`src/rtl/vote_input_conditioner_if.sv`:
```
// Board-input bundle for the vote front-end: raw active-low switches in, clean levels/pulses out.
// Latency: none, wires only.
// Backpressure: none; levels are sampled continuously and pulses are fire-and-forget.
interface vote_input_conditioner_if #(
    parameter int ID_W = 8
);
    logic [2:0]      btn_raw_n;
    logic            mode_raw_n;
    logic            pollsig_raw_n;
    logic [ID_W-1:0] voter_id_raw_n;
    logic [2:0]      btn_level;
    logic [2:0]      btn_pulse;
    logic            mode_level;
    logic            pollsig_level;
    logic [ID_W-1:0] voter_id;
    logic            id_stable;
    logic            multi_press;

    // Board / stimulus side: drives the raw inputs, observes conditioned outputs.
    modport master (
        output btn_raw_n, mode_raw_n, pollsig_raw_n, voter_id_raw_n,
        input  btn_level, btn_pulse, mode_level, pollsig_level, voter_id, id_stable, multi_press
    );

    // Conditioner side.
    modport slave (
        input  btn_raw_n, mode_raw_n, pollsig_raw_n, voter_id_raw_n,
        output btn_level, btn_pulse, mode_level, pollsig_level, voter_id, id_stable, multi_press
    );
endinterface

```
`src/rtl/vote_input_conditioner.sv`:
```
// Synchronise + debounce board switches, stabilise the voter ID, and arbitrate candidate buttons.
// Latency: raw edge to level is 2 + DEBOUNCE_CYCLES clocks; accepted-press pulse one clock later.
// Backpressure: none; a press is either accepted as a single pulse or dropped (conflict / unstable ID).
module vote_input_conditioner #(
    parameter int DEBOUNCE_CYCLES = 16,
    parameter int CNT_W           = 20,
    parameter int ID_W            = 8
) (
    input  logic clock,
    input  logic reset,
    vote_input_conditioner_if.slave bus
);
    // Scalar signals debounced side by side: [2:0] buttons, [3] mode, [4] poll.
    localparam int NSIG = 5;
    localparam logic [CNT_W-1:0] LP_CNT_MAX = CNT_W'(DEBOUNCE_CYCLES - 1);
    localparam logic [CNT_W-1:0] LP_CNT_ONE = CNT_W'(1);

    typedef enum logic [1:0] {
        ST_IDLE    = 2'd0,
        ST_HELD    = 2'd1,
        ST_BLOCKED = 2'd2
    } state_t;

    logic [NSIG-1:0]            w_raw_inv;
    logic [NSIG-1:0]            r_sync1;
    logic [NSIG-1:0]            r_sync2;
    logic [NSIG-1:0]            r_level;
    logic [NSIG-1:0][CNT_W-1:0] r_cnt;

    logic [ID_W-1:0]  r_id_sync1;
    logic [ID_W-1:0]  r_id_sync2;
    logic [ID_W-1:0]  r_id_prev;
    logic [ID_W-1:0]  r_voter_id;
    logic [CNT_W-1:0] r_id_cnt;
    logic             w_id_stable;

    logic [2:0] w_btn;
    logic       w_btn_any;
    logic       w_btn_multi;
    state_t     r_state;
    logic [2:0] r_btn_pulse;
    logic       r_multi_press;

    assign w_raw_inv = ~{bus.pollsig_raw_n, bus.mode_raw_n, bus.btn_raw_n};

    // Two-flop synchronisers on the inverted (active-high) board inputs.
    always_ff @(posedge clock or posedge reset) begin
        if (reset) begin
            r_sync1    <= '0;
            r_sync2    <= '0;
            r_id_sync1 <= '0;
            r_id_sync2 <= '0;
        end else begin
            r_sync1    <= w_raw_inv;
            r_sync2    <= r_sync1;
            r_id_sync1 <= ~bus.voter_id_raw_n;
            r_id_sync2 <= r_id_sync1;
        end
    end

    // Per-signal debounce: level follows s only after DEBOUNCE_CYCLES consecutive disagreeing cycles.
    always_ff @(posedge clock or posedge reset) begin
        if (reset) begin
            r_level <= '0;
            r_cnt   <= '0;
        end else begin
            for (int i = 0; i < NSIG; i++) begin
                if (r_sync2[i] == r_level[i]) begin
                    r_cnt[i] <= '0;
                end else if (r_cnt[i] == LP_CNT_MAX) begin
                    r_level[i] <= r_sync2[i];
                    r_cnt[i]   <= '0;
                end else begin
                    r_cnt[i] <= r_cnt[i] + LP_CNT_ONE;
                end
            end
        end
    end

    // Whole-bus ID debounce; adoption also needs the bus unchanged this cycle so a
    // saturated counter never lets the first edge of a new value straight through.
    always_ff @(posedge clock or posedge reset) begin
        if (reset) begin
            r_id_prev  <= '0;
            r_id_cnt   <= '0;
            r_voter_id <= '0;
        end else begin
            r_id_prev <= r_id_sync2;
            if (r_id_sync2 != r_id_prev) begin
                r_id_cnt <= '0;
            end else if (r_id_cnt != LP_CNT_MAX) begin
                r_id_cnt <= r_id_cnt + LP_CNT_ONE;
            end
            if ((r_id_cnt == LP_CNT_MAX) && (r_id_sync2 == r_id_prev) && (r_id_sync2 != r_voter_id)) begin
                r_voter_id <= r_id_sync2;
            end
        end
    end

    assign w_id_stable = (r_id_sync2 == r_voter_id);

    assign w_btn       = r_level[2:0];
    assign w_btn_any   = |w_btn;
    assign w_btn_multi = (w_btn[0] & w_btn[1]) | (w_btn[0] & w_btn[2]) | (w_btn[1] & w_btn[2]);

    // Press arbitration: one pulse per clean single press, conflicts latch until full release.
    always_ff @(posedge clock or posedge reset) begin
        if (reset) begin
            r_state       <= ST_IDLE;
            r_btn_pulse   <= '0;
            r_multi_press <= 1'b0;
        end else begin
            r_btn_pulse <= '0;
            case (r_state)
                ST_IDLE: begin
                    if (w_btn_multi) begin
                        r_multi_press <= 1'b1;
                        r_state       <= ST_BLOCKED;
                    end else if (w_btn_any) begin
                        if (w_id_stable) begin
                            r_btn_pulse <= w_btn;
                        end
                        r_state <= ST_HELD;
                    end
                end
                ST_HELD: begin
                    if (w_btn_multi) begin
                        r_multi_press <= 1'b1;
                        r_state       <= ST_BLOCKED;
                    end else if (!w_btn_any) begin
                        r_state <= ST_IDLE;
                    end
                end
                ST_BLOCKED: begin
                    if (!w_btn_any) begin
                        r_multi_press <= 1'b0;
                        r_state       <= ST_IDLE;
                    end
                end
                default: begin
                    r_multi_press <= 1'b0;
                    r_state       <= ST_IDLE;
                end
            endcase
        end
    end

    assign bus.btn_level     = r_level[2:0];
    assign bus.mode_level    = r_level[3];
    assign bus.pollsig_level = r_level[4];
    assign bus.voter_id      = r_voter_id;
    assign bus.id_stable     = w_id_stable;
    assign bus.btn_pulse     = r_btn_pulse;
    assign bus.multi_press   = r_multi_press;
endmodule

```
`src/flat_wrapper.sv`:
```
// flat-port wrapper written by rule: the top's interface ports become plain ports
module vote_input_conditioner_flat 
#(
    parameter int DEBOUNCE_CYCLES = 16,
    parameter int CNT_W           = 20,
    parameter int ID_W            = 8
)
  (clock, reset, bus_btn_raw_n, bus_mode_raw_n, bus_pollsig_raw_n, bus_voter_id_raw_n, bus_btn_level, bus_btn_pulse, bus_mode_level, bus_pollsig_level, bus_voter_id, bus_id_stable, bus_multi_press);
  vote_input_conditioner_if #(.ID_W(ID_W)) bus_i ();
  input  logic clock;
  input  logic reset;
  input wire logic [$bits(bus_i.btn_raw_n)-1:0] bus_btn_raw_n;
  input wire logic [$bits(bus_i.mode_raw_n)-1:0] bus_mode_raw_n;
  input wire logic [$bits(bus_i.pollsig_raw_n)-1:0] bus_pollsig_raw_n;
  input wire logic [$bits(bus_i.voter_id_raw_n)-1:0] bus_voter_id_raw_n;
  output wire logic [$bits(bus_i.btn_level)-1:0] bus_btn_level;
  output wire logic [$bits(bus_i.btn_pulse)-1:0] bus_btn_pulse;
  output wire logic [$bits(bus_i.mode_level)-1:0] bus_mode_level;
  output wire logic [$bits(bus_i.pollsig_level)-1:0] bus_pollsig_level;
  output wire logic [$bits(bus_i.voter_id)-1:0] bus_voter_id;
  output wire logic [$bits(bus_i.id_stable)-1:0] bus_id_stable;
  output wire logic [$bits(bus_i.multi_press)-1:0] bus_multi_press;
  assign bus_i.btn_raw_n = bus_btn_raw_n;
  assign bus_i.mode_raw_n = bus_mode_raw_n;
  assign bus_i.pollsig_raw_n = bus_pollsig_raw_n;
  assign bus_i.voter_id_raw_n = bus_voter_id_raw_n;
  assign bus_btn_level = bus_i.btn_level;
  assign bus_btn_pulse = bus_i.btn_pulse;
  assign bus_mode_level = bus_i.mode_level;
  assign bus_pollsig_level = bus_i.pollsig_level;
  assign bus_voter_id = bus_i.voter_id;
  assign bus_id_stable = bus_i.id_stable;
  assign bus_multi_press = bus_i.multi_press;
  vote_input_conditioner #(.DEBOUNCE_CYCLES(DEBOUNCE_CYCLES), .CNT_W(CNT_W), .ID_W(ID_W)) u_core (.clock(clock), .reset(reset), .bus(bus_i));
endmodule
```
`config.mk`:
```
export PLATFORM = sky130hd
export DESIGN_NAME = vote_input_conditioner_flat
export DESIGN_NICKNAME = d
export VERILOG_FILES = /design/src/rtl/vote_input_conditioner_if.sv /design/src/rtl/vote_input_conditioner.sv /design/src/flat_wrapper.sv
export SDC_FILE = /design/constraint.sdc
export NUM_CORES = 1
export LEC_CHECK = 0
export ABC_AREA = 1
export BUFFER_PORTS_ARGS = -buffer_cell sky130_fd_sc_hd__buf_2
export CORE_MARGIN = 5
export CORE_UTILIZATION = 56
export DETAILED_ROUTE_END_ITERATION = 7
export PLACE_DENSITY = 0.76
export SETUP_SLACK_MARGIN = 0.2
export SKIP_LAST_GASP = 1
export SLEW_MARGIN = 0
export SYNTH_ARGS = -nofsm -noshare
export SYNTH_HDL_FRONTEND = slang
export SYNTH_SLANG_ARGS = --single-unit
```
`constraint.sdc`:
```
create_clock -name clock -period 5 [get_ports clock]
set_input_delay 0.5 -clock clock [delete_from_list [all_inputs] [get_ports clock]]
set_output_delay 0.5 -clock clock [all_outputs]
set_load 0.03 [all_outputs]
```
==> metrics.cfg <==
[min_path]
min_from = bus_voter_id_raw_n[4]
min_path_cells = 2
whs_endpoint = u_core.r_id_sync1[4]$_DFF_PP0_
hold_class = primary input to flip-flop

[detailed_routing]
num_vias = 7061
wl_mm = 17.1
via_per_inst = 5.08
firstDrtPassIters = 5
ant_nets = 0
drc = 0
first_iter_violations = 509
wire_per_inst_um = 12.3

[clock_tree]
clock_path_buffers = 2
clk_pin_slew_ns = 0.07
cts_tree = yes
clock_latency_ns = 0.43
clock_sinks = 173
post-cts-setup-buffer-count = 0
numCtsBuffers = 17
htreeDepth = 4
ctsHoldBuffers = 0
root_buffer = clkbuf_16
postCtsResizedCells = 0

[timing]
rsz0062_at_grt = false
finalClockSkew_ns = 0.00847
setup_tns_ns = 0
drv_slew = 0
setup_viol = 0
slew_headroom_pct = 39.0
final_hold_viol_count = 0
clock.fmax_mhz = 429
hold_ws_ns = 0.202
tightest_slew_ns = 0.914
fin_crit_ns = 2.33
fin_crit_sh_pct = 46.7

[setup_path]
worstSetupStartpointType = flip-flop
reg2reg_depth = 8
r2r-start = u_core.r_id_cnt[0]$_DFFE_PP0P_
worstPathRequired_ns = 4.50
critPathArrivalTime_ns = 1.83
timing.rr.end = u_core.bus.voter_id[2]$_DFFE_PP0P_
end_kind = output pin
crit_path_max_fanout = 13
crit_type = flip-flop to output pin
reg2reg_setup_slack_ns = 3.03

[logic_synthesis]
synth_xor_area_share_pct = 4.48
async_reset_ff_share_pct = 100
syn-cell-area_sq_um = 8790
synth_fa_ha_area_share_pct = 0.854
yosys.area_share.simple_pct = 33.4
synth_top_area_cell = dfrtp_1
syn_nets = 1144
avgSynthCellArea_sq_um = 7.83
ys_types = 38
synth_common_cells = 253 x nand2_1, 201 x nor2_1, 173 x dfrtp_1
ys_ff_latch = 173
synth_edf_count = 0
netlist_instances = 1123
synth_top_family_by_area = simple AND/OR/NAND/NOR gates
yosys.cell_count.top_type = nand2_1
synth-seq-area-share_pct = 49.2
synth-compound-area-share_pct = 4.21
synth_top_area_share_pct = 49.2
yosys_warnings = 0
ys.flop_type = dfrtp_1
synthTopCellsByArea = dfrtp_1 49%, nand2_1 11%, nor2_1 8.6%
muxShareOfSynthArea_pct = 0

[power]
power_density_nw_per_um2 = 290
vdd_drop_max_mv = 0.249
leakage_nw = 4.62

[die]
pin_count = 33
die_x_um = 135
die-area_sq_um = 18300
rows = 45
initial_utilization_pct = 57.4
core_area_sq_um = 15300
die_height_um = 135

[placed_design]
gp_congestion = 0.939
hpwl_mm = 12.1
placed_area_sq_um = 9190
port_buffers = 32

[run_status]
status = completed

[grt]
grt_pass1_vias = 6773
grt_overflow = 0
antenna_found_initial = 0
grt_pass1_wl_mm = 30.1
grt_max_degree = 174
track_usage_pct = 19.8

[cells_and_area]
antennaDiodeCount = 0
syn2layout_area_growth_pct = 11.2
fill_cells = 1296
drive_gt1_share_pct = 10.0
nets = 1187
stdcell_area_sq_um = 9780
regArea_sq_um = 4330
multi_input_area_sq_um = 3780

[job]
cap_violations = 0

-- through the flow --
step / std cells / total power, mW / setup slack [ns] / util, %
after floorplan: 1123 / 1.53 / 2.29 / -
after global placement: 1358 / 1.56 / 3.14 / 60.0
after detailed placement: 1358 / 1.56 / 3.05 / 60.0
after CTS: 1390 / 2.87 / 2.65 / 63.8
after global routing: 1390 / 2.95 / 2.50 / 63.8
final: 1390 / 2.84 / 2.67 / 63.8
-- kinds of logic after synthesis --
| kind of cell | Yosys count |
|---|---|
| and+or+nand+nor | 659 |
| buffers and inverters | 176 |
| AOI/OAI and AO/OA | 64 |
| DFF | 173 |
| xor gates and xnor gates | 45 |
| adders and majority gates | 6 |
-- worst max-delay path, cell delays in order, from the launching register on --
cell and delay, ns:
dfrtp_1 0.43, inv_1 0.09, nand2_1 0.06, nand2_1 0.06, nand2_1 0.05, nor2_1 0.09, nand2_1 0.30, inv_1 0.12
buf_2 0.20
-- sequential cells by signal (all words and copies together), names as in the netlist --
register	cells
u_core.r_cnt	100
u_core.r_id_cnt	20
u_core.r_level	5
u_core.r_id_sync1	8
u_core.r_sync2	5
u_core.r_sync1	5
u_core.bus.multi_press	1
u_core.r_state	2
u_core.r_id_sync2	8
u_core.r_id_prev	8
u_core.bus.btn_pulse	3
u_core.bus.voter_id	8
-- how the worst max path moves through the flow --
| stage | from | end | cells after the start | slack, ns |
|---|---|---|---|---|
| floorplan | reset | u_core.bus.btn_pulse[0]$_DFF_PP0_ | 1 | 2.29 |
| global placement | u_core.r_id_cnt[0]$_DFFE_PP0P_ | u_core.bus.voter_id[5]$_DFFE_PP0P_ | 8 | 3.14 |
| detailed placement | u_core.r_id_cnt[0]$_DFFE_PP0P_ | u_core.bus.voter_id[2]$_DFFE_PP0P_ | 8 | 3.05 |
| CTS | u_core.r_id_sync2[0]$_DFF_PP0_ | bus_id_stable | 8 | 2.65 |
| global route | u_core.r_id_sync2[0]$_DFF_PP0_ | bus_id_stable | 8 | 2.50 |
| finish | u_core.r_id_sync2[0]$_DFF_PP0_ | bus_id_stable | 8 | 2.67 |
-- area by class of cell --
class                      instances  share of cell area [%]
clock inverter                    15                    1.68
inverter                         166                    6.41
timing repair buffer              34                    1.92
sequential                       173                    44.3
multi-input combinational        774                    38.7
tap                              211                    2.70
clock buffer                      17                    4.35
-- power breakdown --
part	internal, mW	switching, mW
logic	0.0259	0.0660
clock network	0.742	0.563
registers	1.42	0.0188
total	2.19	0.648
-- cells in the final DEF (no fill, tap or decap), drive strengths merged, types with 26 or more instances in the layout --
cell type	Yosys	routed
a21oi	26	26
nand3	69	69
nor2	218	218
inv	166	168
o21ai	34	34
buf	4	34
nand2	258	258
xor2	37	37
nand4	45	45
nor3	55	55
dfrtp	173	173
-- layer usage --
layer	GRT usage, %	wire [um]	vias to the layer above
met5	0	0	-
met4	5.38	186	0
met3	4.46	589	14
met2	32.0	8030	110
met1	27.3	8270	3304
li1	-	-	3633
No activity file was read; power rests on OpenSTA's default activity.
